==> src/rtl/fifo_pkg.sv <==
// Shared helpers for the width-down-converting FIFO: derived widths and
// parameter legality checks.
package fifo_pkg;

  function automatic int clog2(input int v);
    int r;
    r = 0;
    for (int i = 0; i < 32; i++)
      if ((1 << r) < v) r++;
    return r;
  endfunction

  function automatic int out_width(input int in_w, input int ratio);
    return in_w / ratio;
  endfunction

  function automatic int count_width(input int depth_bits);
    return depth_bits + 1;
  endfunction

  // Slice selector needs at least one bit even when RATIO is 1.
  function automatic int sel_width(input int ratio);
    return (ratio > 1) ? clog2(ratio) : 1;
  endfunction

  function automatic bit params_ok(input int in_w, input int ratio, input int depth,
                                   input int depth_bits, input int afull_level);
    return (ratio >= 1) && (in_w % ratio == 0) && (depth == (1 << depth_bits)) &&
           (afull_level >= 1) && (afull_level <= depth);
  endfunction

endpackage

==> src/rtl/fifo_mem_1r1w.sv <==
// Register-array storage: synchronous write, asynchronous read.
module fifo_mem_1r1w #(
  parameter int WIDTH  = 8,
  parameter int DEPTH  = 128,
  parameter int ADDR_W = 7
) (
  input  logic              clk,
  input  logic              we,
  input  logic [ADDR_W-1:0] waddr,
  input  logic [WIDTH-1:0]  wdata,
  input  logic [ADDR_W-1:0] raddr,
  output logic [WIDTH-1:0]  rdata
);

  logic [WIDTH-1:0] mem [DEPTH];

  always_ff @(posedge clk)
    if (we) mem[waddr] <= wdata;

  assign rdata = mem[raddr];

endmodule

==> src/rtl/fifo_downsize.sv <==
// Width-down-converting FIFO: one IN_WIDTH word per write, RATIO slices per read
// word, LS slice first. Optional sticky OVF/UDF flags under FIFO_ERR_FLAGS_EN.
module fifo_downsize
  import fifo_pkg::*;
#(
  parameter int IN_WIDTH    = 8,
  parameter int RATIO       = 2,
  parameter int DEPTH       = 128,
  parameter int DEPTH_BITS  = 7,
  parameter int AFULL_LEVEL = 96
) (
  input  logic                                 CLK,
  input  logic                                 RESET,
  input  logic [IN_WIDTH-1:0]                  DATA,
  input  logic                                 WE,
  input  logic                                 RE,
  output logic [out_width(IN_WIDTH,RATIO)-1:0] Q,
  output logic                                 FULL,
  output logic                                 EMPTY,
  output logic                                 AFULL,
  output logic [DEPTH_BITS:0]                  COUNT,
  output logic                                 OVF,
  output logic                                 UDF
);

  localparam int OUT_WIDTH = out_width(IN_WIDTH, RATIO);
  localparam int CW        = count_width(DEPTH_BITS);
  localparam int SW        = sel_width(RATIO);

  generate
    if (!params_ok(IN_WIDTH, RATIO, DEPTH, DEPTH_BITS, AFULL_LEVEL)) begin : g_bad_params
      $error("fifo_downsize: illegal parameter combination");
    end
  endgenerate

  logic [DEPTH_BITS-1:0]             head, tail;
  logic [SW-1:0]                     sel;
  logic [CW-1:0]                     count;
  logic [IN_WIDTH-1:0]               rd_word;
  logic [RATIO-1:0][OUT_WIDTH-1:0]   slices;
  logic                              wr_ok, rd_ok, last_slice, pop;

  // Flags come from the registered count only, so a pop does not free a
  // slot for a write in the same cycle.
  assign FULL  = (count == CW'(DEPTH));
  assign EMPTY = (count == '0);
  assign AFULL = (count >= CW'(AFULL_LEVEL));
  assign COUNT = count;

  assign wr_ok      = WE & ~FULL;
  assign rd_ok      = RE & ~EMPTY;
  assign last_slice = (sel == SW'(RATIO - 1));
  assign pop        = rd_ok & last_slice;

  fifo_mem_1r1w #(.WIDTH(IN_WIDTH), .DEPTH(DEPTH), .ADDR_W(DEPTH_BITS)) u_mem (
    .clk   (CLK),
    .we    (wr_ok),
    .waddr (head),
    .wdata (DATA),
    .raddr (tail),
    .rdata (rd_word)
  );

  assign slices = rd_word;
  assign Q      = EMPTY ? '0 : slices[sel];

  always_ff @(posedge CLK) begin
    if (RESET) begin
      head  <= '0;
      tail  <= '0;
      sel   <= '0;
      count <= '0;
    end else begin
      if (wr_ok) head <= head + 1'b1;
      if (rd_ok) begin
        if (last_slice) begin
          sel  <= '0;
          tail <= tail + 1'b1;
        end else begin
          sel <= sel + 1'b1;
        end
      end
      case ({wr_ok, pop})
        2'b10:   count <= count + 1'b1;
        2'b01:   count <= count - 1'b1;
        default: count <= count;
      endcase
    end
  end

`ifdef FIFO_ERR_FLAGS_EN
  logic ovf_q, udf_q;

  always_ff @(posedge CLK) begin
    if (RESET) begin
      ovf_q <= 1'b0;
      udf_q <= 1'b0;
    end else begin
      if (WE & FULL)  ovf_q <= 1'b1;
      if (RE & EMPTY) udf_q <= 1'b1;
    end
  end

  assign OVF = ovf_q;
  assign UDF = udf_q;
`else
  assign OVF = 1'b0;
  assign UDF = 1'b0;
`endif

endmodule

==> config.mk <==
export PLATFORM = sky130hd
export DESIGN_NAME = fifo_downsize
export DESIGN_NICKNAME = d
export VERILOG_FILES = /design/src/rtl/fifo_pkg.sv /design/src/rtl/fifo_mem_1r1w.sv /design/src/rtl/fifo_downsize.sv
export SDC_FILE = /design/constraint.sdc
export NUM_CORES = 1
export LEC_CHECK = 0
export CAP_MARGIN = 20
export CORE_ASPECT_RATIO = 0.6
export CORE_UTILIZATION = 60
export CTS_CLUSTER_SIZE = 8
export DETAILED_ROUTE_END_ITERATION = 7
export PLACE_DENSITY_LB_ADDON = 0.2
export SLEW_MARGIN = 10
export SYNTH_ARGS = -nofsm -noshare
export SYNTH_HDL_FRONTEND = slang
export SYNTH_HIERARCHICAL = 1
export SYNTH_SLANG_ARGS = --single-unit
export TNS_END_PERCENT = 10
==> constraint.sdc <==
create_clock -name CLK -period 4.1 [get_ports CLK]
set_input_delay 0.82 -clock CLK [delete_from_list [all_inputs] [get_ports CLK]]
set_output_delay 0.82 -clock CLK [all_outputs]
set_load 0.005 [all_outputs]
==> results.sh, run 1 <==
export IMPL_status="complete, but fails checks"
export IMPL_violations="setup timing"
export IMPL_worst_pin_slew_ns=1.12
export IMPL_dp_final_hpwl_mm=59.6
export IMPL_hold_class="reg -> reg"
export IMPL_wire_per_inst_um=33.8
export IMPL_cts_inserted_buffers=148
export IMPL_via_per_inst=6.77
export IMPL_fillers=3579
export IMPL_slew_violations=0
export IMPL_cp_max_fo=7
export IMPL_port_buffers=26
export IMPL_die_y_um=204
export IMPL_clockRootBuffer="clkbuf_16"
export IMPL_holdPathEnd="COUNT[4]"
export IMPL_hold_violations=0
export IMPL_crit_chain="buf_12 > buf_16 > buf_16 > buf_12 > mux4_2 > mux4_2 > mux4_2 > mux2_4 > mux2i_1 > nor2_1 > buf_2"
export IMPL_ys_flop_type="edfxtp_1"
export IMPL_relSlewSlack_pct=25.3
export IMPL_setup_viol=4
export IMPL_clock_fmax_mhz=209
export IMPL_die_width_um=339
export IMPL_instances_no_fill=3049
export IMPL_grt_pass1_wl_mm=148
export IMPL_regArea_um2=31200
export IMPL_end_kind="primary output"
export IMPL_rr_endpoint="COUNT[7]"
export IMPL_whs_path_depth=2
export IMPL_grt_max_degree=111
export IMPL_critPathKind="reg -> out"
export IMPL_min_from="COUNT[4]"
export IMPL_critical_path_max_stage_delay_ns=0.56
export IMPL_slowest_stage="mux4_2"
export IMPL_ctsHtreeMaxLevel=4
export IMPL_initial_utilization_pct=61.2
export IMPL_timing_final_ws_setup_ns=-0.684
export IMPL_wl_mm=103
export IMPL_min_period_ns=4.78
export IMPL_yosysWarnings=6
export IMPL_cap_violations=0
export IMPL_critPathLaunchType="flip-flop"
export IMPL_met2_usage_pct=45.8
export IMPL_clock_latency_ns=0.71
export IMPL_synthArstFlopShare_pct=0
export IMPL_fin_crit_sh_pct=117
export IMPL_drt_iter0_drc=2732
export IMPL_multi_input_area_um2=9200
export IMPL_gr_usage_met3_pct=11.2
export IMPL_io_pins=29
export IMPL_busiest_layer="met2"
export IMPL_rows=73
export IMPL_critPathArrivalTime_ns=3.96
export IMPL_irDropWorstVdd_mv=0.514
export IMPL_grt_use_met1_pct=44.2
export IMPL_dieArea_um2=69200
export IMPL_grt_pass1_vias=20700
export IMPL_final_setup_tns_ns=-2.67
export IMPL_clk_pin_slew_worst_paths_ns=0.05
export IMPL_num_vias=20600
export IMPL_netlist_area_um2=40900
export IMPL_nets=2114
export IMPL_synth_area_per_cell_um2=22.9
export IMPL_crit_top_cell="mux4_2"
export IMPL_ys_seq_area_share_pct=76.4
export IMPL_required_ns=3.28
export IMPL_reg2reg_from="COUNT[4]"
export IMPL_cts_max_path_buffers=3
export IMPL_grtUsageTotal_pct=30.8
export IMPL_cts_tree="built"
export IMPL_dp_cells=2788
export IMPL_ys_seq_elements=1047
export IMPL_drc=0
export IMPL_r2r_setup_slack_ns=0.64
export IMPL_reg2regPathDepth=9
export IMPL_grt_overflow_total=0
export IMPL_cts_num_sinks=1047
export IMPL_p_leak_nw=15.1
export IMPL_pre_cts_ws_ns=-0.255
export IMPL_syn_instance_count=1781
export IMPL_core_um2=66800
export IMPL_drtPass1Iterations=5
export IMPL_antenna_found_initial=9
export IMPL_synth_edff_count=1024
export IMPL_place_gp_congestion=0.839
export IMPL_drive_above_1_share_pct=35.4
export IMPL_area_delta_synth_final_pct=18.3
export IMPL_rsz0062_at_grt="true"
export IMPL_skew_ns=0.0329
export IMPL_postRouteAntennaNets=0
export IMPL_synth_cell_types=46
export IMPL_pwr_density_cell_nw_per_um2=491
## cell type report
cell class / count / share of cell area [%]
antenna: 3 / 0.0155
clock buffer: 195 / 8.15
clock inverter: 9 / 0.279
inverter: 7 / 0.0543
multi-input combinational: 630 / 19.0
sequential: 1047 / 64.6
tap: 900 / 2.33
timing repair buffer: 258 / 5.59
## cell families (layout without fill, tap and decap cells)
group	count (synthesis)	count (layout)	synth area share, %
compound gates	21	21	0.361
xor+xnor	16	16	0.343
fa+ha+maj	10	10	0.325
buf+inv	105	469	1.23
flops	1047	1047	76.4
mux	351	351	18.9
other cells	1	5	0.00918
simple gates	230	230	2.46
## registers in the layout, summed over array words and instances (netlist names)
| signal | flops |
|---|---|
| tail | 7 |
| u_mem/mem | 1024 |
| COUNT | 8 |
| head | 7 |
| last_slice | 1 |
## through the flow
stage                     area, um2  power [W]  util (%)  hold slack [ns]
after floorplan               40900     0.0125         -            0.477
after global placement        43500     0.0129      65.2            0.518
after detailed placement      43500     0.0129      65.2            0.550
after CTS                     48200     0.0239      72.1            0.559
after global routing          48400     0.0243      72.4            0.561
final                         48400     0.0238      72.4            0.547
## worst max-delay path by stage
| stage | start | to | cells past startpoint |
|---|---|---|---|
| after global placement | tail[0] | Q[0] | 10 |
| after floorplan | tail[0] | Q[0] | 8 |
| after CTS | tail[0] | Q[1] | 11 |
| after detailed placement | tail[0] | Q[0] | 10 |
| final | tail[0] | Q[1] | 11 |
| after global routing | tail[0] | Q[1] | 11 |
## worst max-delay path, delay by kind of cell, from the launching register on
kind	cells	cell delay (ns)
DFF	1	0.37
muxes	5	2.06
and+or+nand+nor	1	0.06
buffers and inverters	5	0.75
## where the power goes
part	switching [W]	internal, W	leakage (nW)
clock network	0.00430	0.00662	1.97
registers	0.0000301	0.0118	9.39
logic	0.000561	0.000459	3.78
total	0.00489	0.0189	15.1
## cell usage after synthesis, types with 2 or more instances
library cell  count  area, um2
a21oi_1           5       25.0
and3_1            2       12.5
clkbuf_1         46        173
nand3_1          16       80.1
mux2_2            8       90.1
xnor2_1           2       17.5
a31oi_1           2       12.5
mux4_2          336       7570
dfxtp_1          23        460
ha_1              9        113
o21a_1            2       15.0
mux2i_1           7       70.1
a21o_1            2       15.0
nor2b_1           9       56.3
or3_1             2       12.5
nor2_1          146        548
nand2_1          23       86.3
edfxtp_1       1024      30700
buf_2            16       80.1
buf_4            13       97.6
inv_1             7       26.3
nor3_1           13       65.1
o211ai_1          2       15.0
and4_1            2       17.5
xor2_1           14        123
buf_1            18       67.6
nand4_1           8       50.1
buf_6             4       45.0
nand2b_1          3       18.8
## repair_timing
item | CTS | global route
pin swaps | 0 | 1
buffers inserted | 39 | 9
endpoints found under the setup margin | 4 | 4
cloned | 3 | 1
endpoints found under the hold margin | 0 | 0
resized for setup | 43 | 4
hold buffers | 0 | 0
## cells in the final DEF (no fill, tap or decap), types with 9 or more instances in the layout
cell type and n:
clkbuf_16 152, clkdlybuf4s50_1 14, edfxtp_1 1024, buf_12 34, nor2_1 145, nand3_1 16
buf_4 184, dfxtp_1 19, clkbuf_1 44, ha_1 9, nor3_1 13, buf_16 12
xor2_1 14, mux4_2 336, nor2b_1 9, nand2_1 23
## metal layers
layer	vias up	wire, um
met1	10900	39000
met2	1454	47600
met5	-	13
met3	132	14800
met4	2	1690
li1	8153	-
Note: power is estimated with default switching activity, not from simulation.
==> run 2, diff against run 1 <==
--- a/config.mk
+++ b/config.mk
@@ -7,7 +7,7 @@
 export LEC_CHECK = 0
 export CAP_MARGIN = 20
 export CORE_ASPECT_RATIO = 0.6
-export CORE_UTILIZATION = 60
+export CORE_UTILIZATION = 63
 export CTS_CLUSTER_SIZE = 8
 export DETAILED_ROUTE_END_ITERATION = 7
 export PLACE_DENSITY_LB_ADDON = 0.2
==> run 2 against run 1 <==
Net effect: the flow still finishes with violations (setup timing); via count grew 1.8%; sequential share of layout area grew 0.39 points; setup slack gained 0.0078 ns; clock skew shrank 0.0075 ns; routed wire length grew 1.6%; critical path depth is the same; first-iteration DRC count grew 25%; critical endpoint is now Q[0]; largest cell class unchanged; highest routed layer is now met4.
==> results.sh, run 2 (synthesized netlist as in run 1, its figures left out) <==
export IMPL_final_setup_tns_ns=-2.63
export IMPL_critPathArrivalTime_ns=3.96
export IMPL_place_gp_congestion=0.844
export IMPL_nets=2092
export IMPL_cp_max_fo=6
export IMPL_drive_above_1_share_pct=35.1
export IMPL_instances_no_fill=2948
export IMPL_dieArea_um2=65900
export IMPL_worst_pin_slew_ns=1.06
export IMPL_clock_latency_ns=0.71
export IMPL_p_leak_nw=15.0
export IMPL_diodes=0
export IMPL_drc=0
export IMPL_rr_endpoint="COUNT[6]"
export IMPL_cts_num_sinks=1047
export IMPL_rsz0062_at_grt="true"
export IMPL_skew_ns=0.0254
export IMPL_hold_violations=0
export IMPL_grt_pass1_vias=20600
export IMPL_hold_class="reg -> reg"
export IMPL_finalPower_w=0.0238
export IMPL_cts_inserted_buffers=148
export IMPL_violations="setup timing"
export IMPL_mostFrequentLayoutCells="edfxtp_1, mux4_2, buf_4"
export IMPL_ctsHtreeMaxLevel=4
export IMPL_postCtsHoldBufs=0
export IMPL_r2r_setup_slack_ns=0.76
export IMPL_reg2reg_from="COUNT[3]"
export IMPL_status="complete, but fails checks"
export IMPL_initial_utilization_pct=64.4
export IMPL_grt_max_degree=114
export IMPL_pwr_density_cell_nw_per_um2=495
export IMPL_layout_commonest_cell="edfxtp_1"
export IMPL_cts_tree="built"
export IMPL_drt_iter0_drc=3411
export IMPL_min_period_ns=4.78
export IMPL_crit_path_start="tail[0]"
export IMPL_io_pins=29
export IMPL_relSlewSlack_pct=29.1
export IMPL_clockRootBuffer="clkbuf_16"
export IMPL_clock_fmax_mhz=209
export IMPL_fillers=3201
export IMPL_die_width_um=331
export IMPL_multi_input_area_um2=9210
export IMPL_antenna_found_initial=4
export IMPL_largest_register_ffs=1024
export IMPL_setup_viol=4
export IMPL_dp_final_hpwl_mm=61.0
export IMPL_irDropWorstVdd_mv=0.630
export IMPL_required_ns=3.28
export IMPL_grt_overflow_total=0
export IMPL_top_register="u_mem/mem"
export IMPL_area_delta_synth_final_pct=17.6
export IMPL_wl_mm=105
export IMPL_cap_violations=0
export IMPL_slew_violations=0
export IMPL_critPathKind="reg -> out"
export IMPL_num_vias=21000
export IMPL_clk_pin_slew_worst_paths_ns=0.05
export IMPL_drtPass1Iterations=7
export IMPL_final_cell_area_um2=48100
export IMPL_wire_per_inst_um=35.5
export IMPL_port_buffers=26
export IMPL_regArea_um2=31200
export IMPL_placed_cell_area_um2=43600
export IMPL_reg2regPathDepth=11
export IMPL_core_um2=63400
export IMPL_fin_crit_sh_pct=116
export IMPL_postRouteAntennaNets=0
export IMPL_via_per_inst=7.13
export IMPL_end_kind="primary output"
export IMPL_grtUsageTotal_pct=33.2
export IMPL_die_y_um=199
export IMPL_crit_end="Q[0]"
export IMPL_grt_pass1_wl_mm=150
export IMPL_dp_cells=2737
export IMPL_cts_max_path_buffers=3
export IMPL_timing_final_ws_setup_ns=-0.676
export IMPL_critPathLaunchType="flip-flop"
export IMPL_rows=71
run 2: metrics by stage:
step,worst slack [ns],hold slack [ns],utilization [%]
finish,-0.676,0.541,75.8
global route,-0.752,0.580,75.8
CTS,-0.665,0.534,75.7
detailed placement,-0.212,0.527,68.7
global placement,-0.300,0.518,68.7
floorplan,0.315,0.477,-
run 2: worst min-delay path by stage:
stage | slack, ns | end | startpoint | cells after the start
global placement | 0.52 | COUNT[4] | COUNT[4] | 2
detailed placement | 0.53 | COUNT[4] | COUNT[4] | 2
CTS | 0.53 | COUNT[4] | COUNT[4] | 2
global route | 0.58 | COUNT[4] | COUNT[4] | 2
floorplan | 0.48 | tail[6] | tail[6] | 2
finish | 0.54 | COUNT[4] | COUNT[4] | 2
run 2: critical path, cell delays in order, from the launching register on:
cell     delay [ns]
dfxtp_4        0.40
buf_4          0.13
buf_12         0.14
buf_12         0.14
buf_4          0.11
mux4_2         0.48
mux4_2         0.57
mux4_2         0.56
mux2_4         0.28
mux2i_2        0.17
nor2_1         0.08
buf_2          0.15
run 2: per-layer routing:
metal	vias to the layer above	part of all wire [%]	track usage, %
li1	8083	-	-
met1	11000	38	51.1
met2	1793	45	47.8
met3	177	15	9.25
met4	0	2.2	8.60
met5	-	0	0
run 2: area by class of cell:
class	instances	area share, %
flip-flops and latches	1047	64.9
inverters	7	0.0547
clock inverters	9	0.250
clock buffers	180	8.18
well taps	839	2.18
repair buffers	236	5.24
multi-input cells	630	19.2
run 2: where the power goes:
group          total [W]  internal [W]  switching [W]
sequential        0.0118        0.0118      0.0000330
combinational   0.000992      0.000445       0.000547
clock             0.0110       0.00663        0.00437
total             0.0238        0.0189        0.00495
run 2: repair_timing:
item,in CTS,in global routing
pin swaps,3,2
buffers inserted,12,3
endpoints found under the hold margin,0,0
resized for setup,44,5
setup endpoints to repair,4,4
cloned,6,0
==> run 3, diff against run 2 <==
--- a/config.mk
+++ b/config.mk
@@ -8,6 +8,7 @@
 export CAP_MARGIN = 20
 export CORE_ASPECT_RATIO = 0.6
 export CORE_UTILIZATION = 63
+export CTS_CLUSTER_DIAMETER = 30
 export CTS_CLUSTER_SIZE = 8
 export DETAILED_ROUTE_END_ITERATION = 7
 export PLACE_DENSITY_LB_ADDON = 0.2
==> run 3 against run 2 <==
Net effect: the flow still finishes with violations (setup timing); first-iteration DRC count is 3.9% lower; flip-flop and latch count stayed put; die area stayed put; highest routed layer is now met5; critical endpoint unchanged; sequential power hardly changed.
==> results.sh, run 3 (synthesized netlist as in run 1, its figures left out) <==
export IMPL_drtPass1Iterations=5
export IMPL_critPathKind="reg -> out"
export IMPL_rsz0062_at_grt="true"
export IMPL_num_vias=21000
export IMPL_wl_mm=104
export IMPL_drive_above_1_share_pct=35.2
export IMPL_drt_iter0_drc=3277
export IMPL_dp_final_hpwl_mm=61.0
export IMPL_die_y_um=199
export IMPL_grt_use_met1_pct=50.5
export IMPL_grt_pass1_vias=20600
export IMPL_cts_num_sinks=1047
export IMPL_cts_max_path_buffers=3
export IMPL_place_gp_congestion=0.844
export IMPL_worst_pin_slew_ns=1.06
export IMPL_r2r_setup_slack_ns=0.73
export IMPL_layout_commonest_cell="edfxtp_1"
export IMPL_top_register="u_mem/mem"
export IMPL_area_delta_synth_final_pct=18.0
export IMPL_violations="setup timing"
export IMPL_slowest_stage="mux4_2"
export IMPL_pwr_density_cell_nw_per_um2=503
export IMPL_min_period_ns=4.79
export IMPL_end_kind="primary output"
export IMPL_hold_class="reg -> reg"
export IMPL_busiest_layer="met1"
export IMPL_required_ns=3.28
export IMPL_critPathArrivalTime_ns=3.97
export IMPL_wire_per_inst_um=35.1
export IMPL_antenna_found_initial=5
export IMPL_critical_path_max_stage_delay_ns=0.58
export IMPL_grt_overflow_total=0
export IMPL_postCtsHoldBufs=0
export IMPL_io_pins=29
export IMPL_crit_chain="buf_12 > buf_12 > buf_12 > buf_8 > mux4_2 > mux4_2 > mux4_2 > mux2_4 > mux2i_2 > nor2_1 > buf_2"
export IMPL_grt_pass1_wl_mm=149
export IMPL_postRouteAntennaNets=0
export IMPL_mostFrequentLayoutCells="edfxtp_1, mux4_2, clkbuf_16"
export IMPL_crit_end="Q[0]"
export IMPL_die_width_um=331
export IMPL_clock_latency_ns=0.72
export IMPL_setup_viol=4
export IMPL_cp_max_fo=6
export IMPL_largest_register_ffs=1024
export IMPL_dp_cells=2737
export IMPL_grt_max_degree=114
export IMPL_crit_path_start="tail[0]"
export IMPL_rows=71
export IMPL_p_leak_nw=15.1
export IMPL_dieArea_um2=65900
export IMPL_nets=2091
export IMPL_gr_usage_met3_pct=9.74
export IMPL_core_um2=63400
export IMPL_fin_crit_sh_pct=117
export IMPL_reg2reg_from="COUNT[3]"
export IMPL_irDropWorstVdd_mv=0.535
export IMPL_grtUsageTotal_pct=32.9
export IMPL_critPathLaunchType="flip-flop"
export IMPL_rr_endpoint="COUNT[6]"
export IMPL_status="complete, but fails checks"
export IMPL_drc=0
export IMPL_relSlewSlack_pct=29.4
export IMPL_slew_violations=0
export IMPL_cap_violations=0
export IMPL_via_per_inst=7.10
export IMPL_hold_violations=0
export IMPL_clk_pin_slew_worst_paths_ns=0.05
export IMPL_cts_tree="built"
export IMPL_cts_inserted_buffers=155
export IMPL_skew_ns=0.0220
export IMPL_met2_usage_pct=47.3
export IMPL_instances_no_fill=2960
export IMPL_port_buffers=26
export IMPL_ctsHtreeMaxLevel=4
export IMPL_clockRootBuffer="clkbuf_16"
export IMPL_clock_fmax_mhz=209
export IMPL_post_route_util_pct=76.1
export IMPL_timing_final_ws_setup_ns=-0.694
export IMPL_initial_utilization_pct=64.4
export IMPL_reg2regPathDepth=11
run 3: changes by cell type in the layout (fill, tap and decap cells not counted), moves of 3 or more:
cell       delta
clkinv_1      +7
buf_12        +4
inv_6         -3
buf_16        -6
clkbuf_16     +6
clkinv_2      +5
clkbuf_1      -3
buf_4         -4
clkbuf_8      +3
run 3: final cells by class:
| class | instances | area, um2 |
|---|---|---|
| diodes | 2 | 5.00 |
| fillers | 3147 | 15200 |
| flip-flops and latches | 1047 | 31200 |
| multi-input cells | 630 | 9200 |
| inverters | 7 | 26.3 |
| clock inverters | 21 | 213 |
| clock buffers | 186 | 4110 |
| well taps | 839 | 1050 |
| repair buffers | 228 | 2410 |
run 3: repair_timing:
item | CTS | global route
setup endpoints to repair | 4 | 4
gates cloned | 3 | 0
resized for setup | 37 | 1
pin swaps | 1 | 1
buffers inserted | 9 | 1
run 3: metrics by stage:
step	setup TNS (ns)	worst slack [ns]	total power (W)	instance area (um2)	hold WS, ns
after floorplan	0	0.315	0.0125	40900	0.477
after global placement	-1.03	-0.300	0.0129	43600	0.518
after detailed placement	-0.833	-0.212	0.0129	43600	0.527
after CTS	-2.63	-0.683	0.0244	48200	0.533
after global routing	-2.94	-0.749	0.0248	48200	0.579
final	-2.64	-0.694	0.0243	48200	0.537
run 3: worst min path at each step:
| stage | start | end | slack (ns) | cells after the start |
|---|---|---|---|---|
| 2_1_floorplan | tail[6] | tail[6] | 0.48 | 2 |
| 3_3_place_gp | COUNT[4] | COUNT[4] | 0.52 | 2 |
| 3_5_place_dp | COUNT[4] | COUNT[4] | 0.53 | 2 |
| 4_1_cts | COUNT[4] | COUNT[4] | 0.53 | 2 |
| 5_1_grt | COUNT[4] | COUNT[4] | 0.58 | 2 |
| 6_report | COUNT[4] | COUNT[4] | 0.54 | 2 |
run 3: worst max-delay path, delay by kind of cell (launching register included):
| family | cells | cell delay [ns] |
|---|---|---|
| muxes | 5 | 2.06 |
| buffers and inverters | 5 | 0.70 |
| DFF | 1 | 0.41 |
| and+or+nand+nor | 1 | 0.09 |
run 3: report_power, final:
part / switching [W] / total, W / internal, W
Combinational: 0.000536 / 0.000970 / 0.000433
Sequential: 0.0000331 / 0.0118 / 0.0118
Clock: 0.00441 / 0.0115 / 0.00707
run 3: per-layer routing:
metal / routed length (um) / share of wire, %
met1: 40100 / 39
met2: 47200 / 45
met3: 14800 / 14
met4: 1980 / 1.9
met5: 13 / 0.012
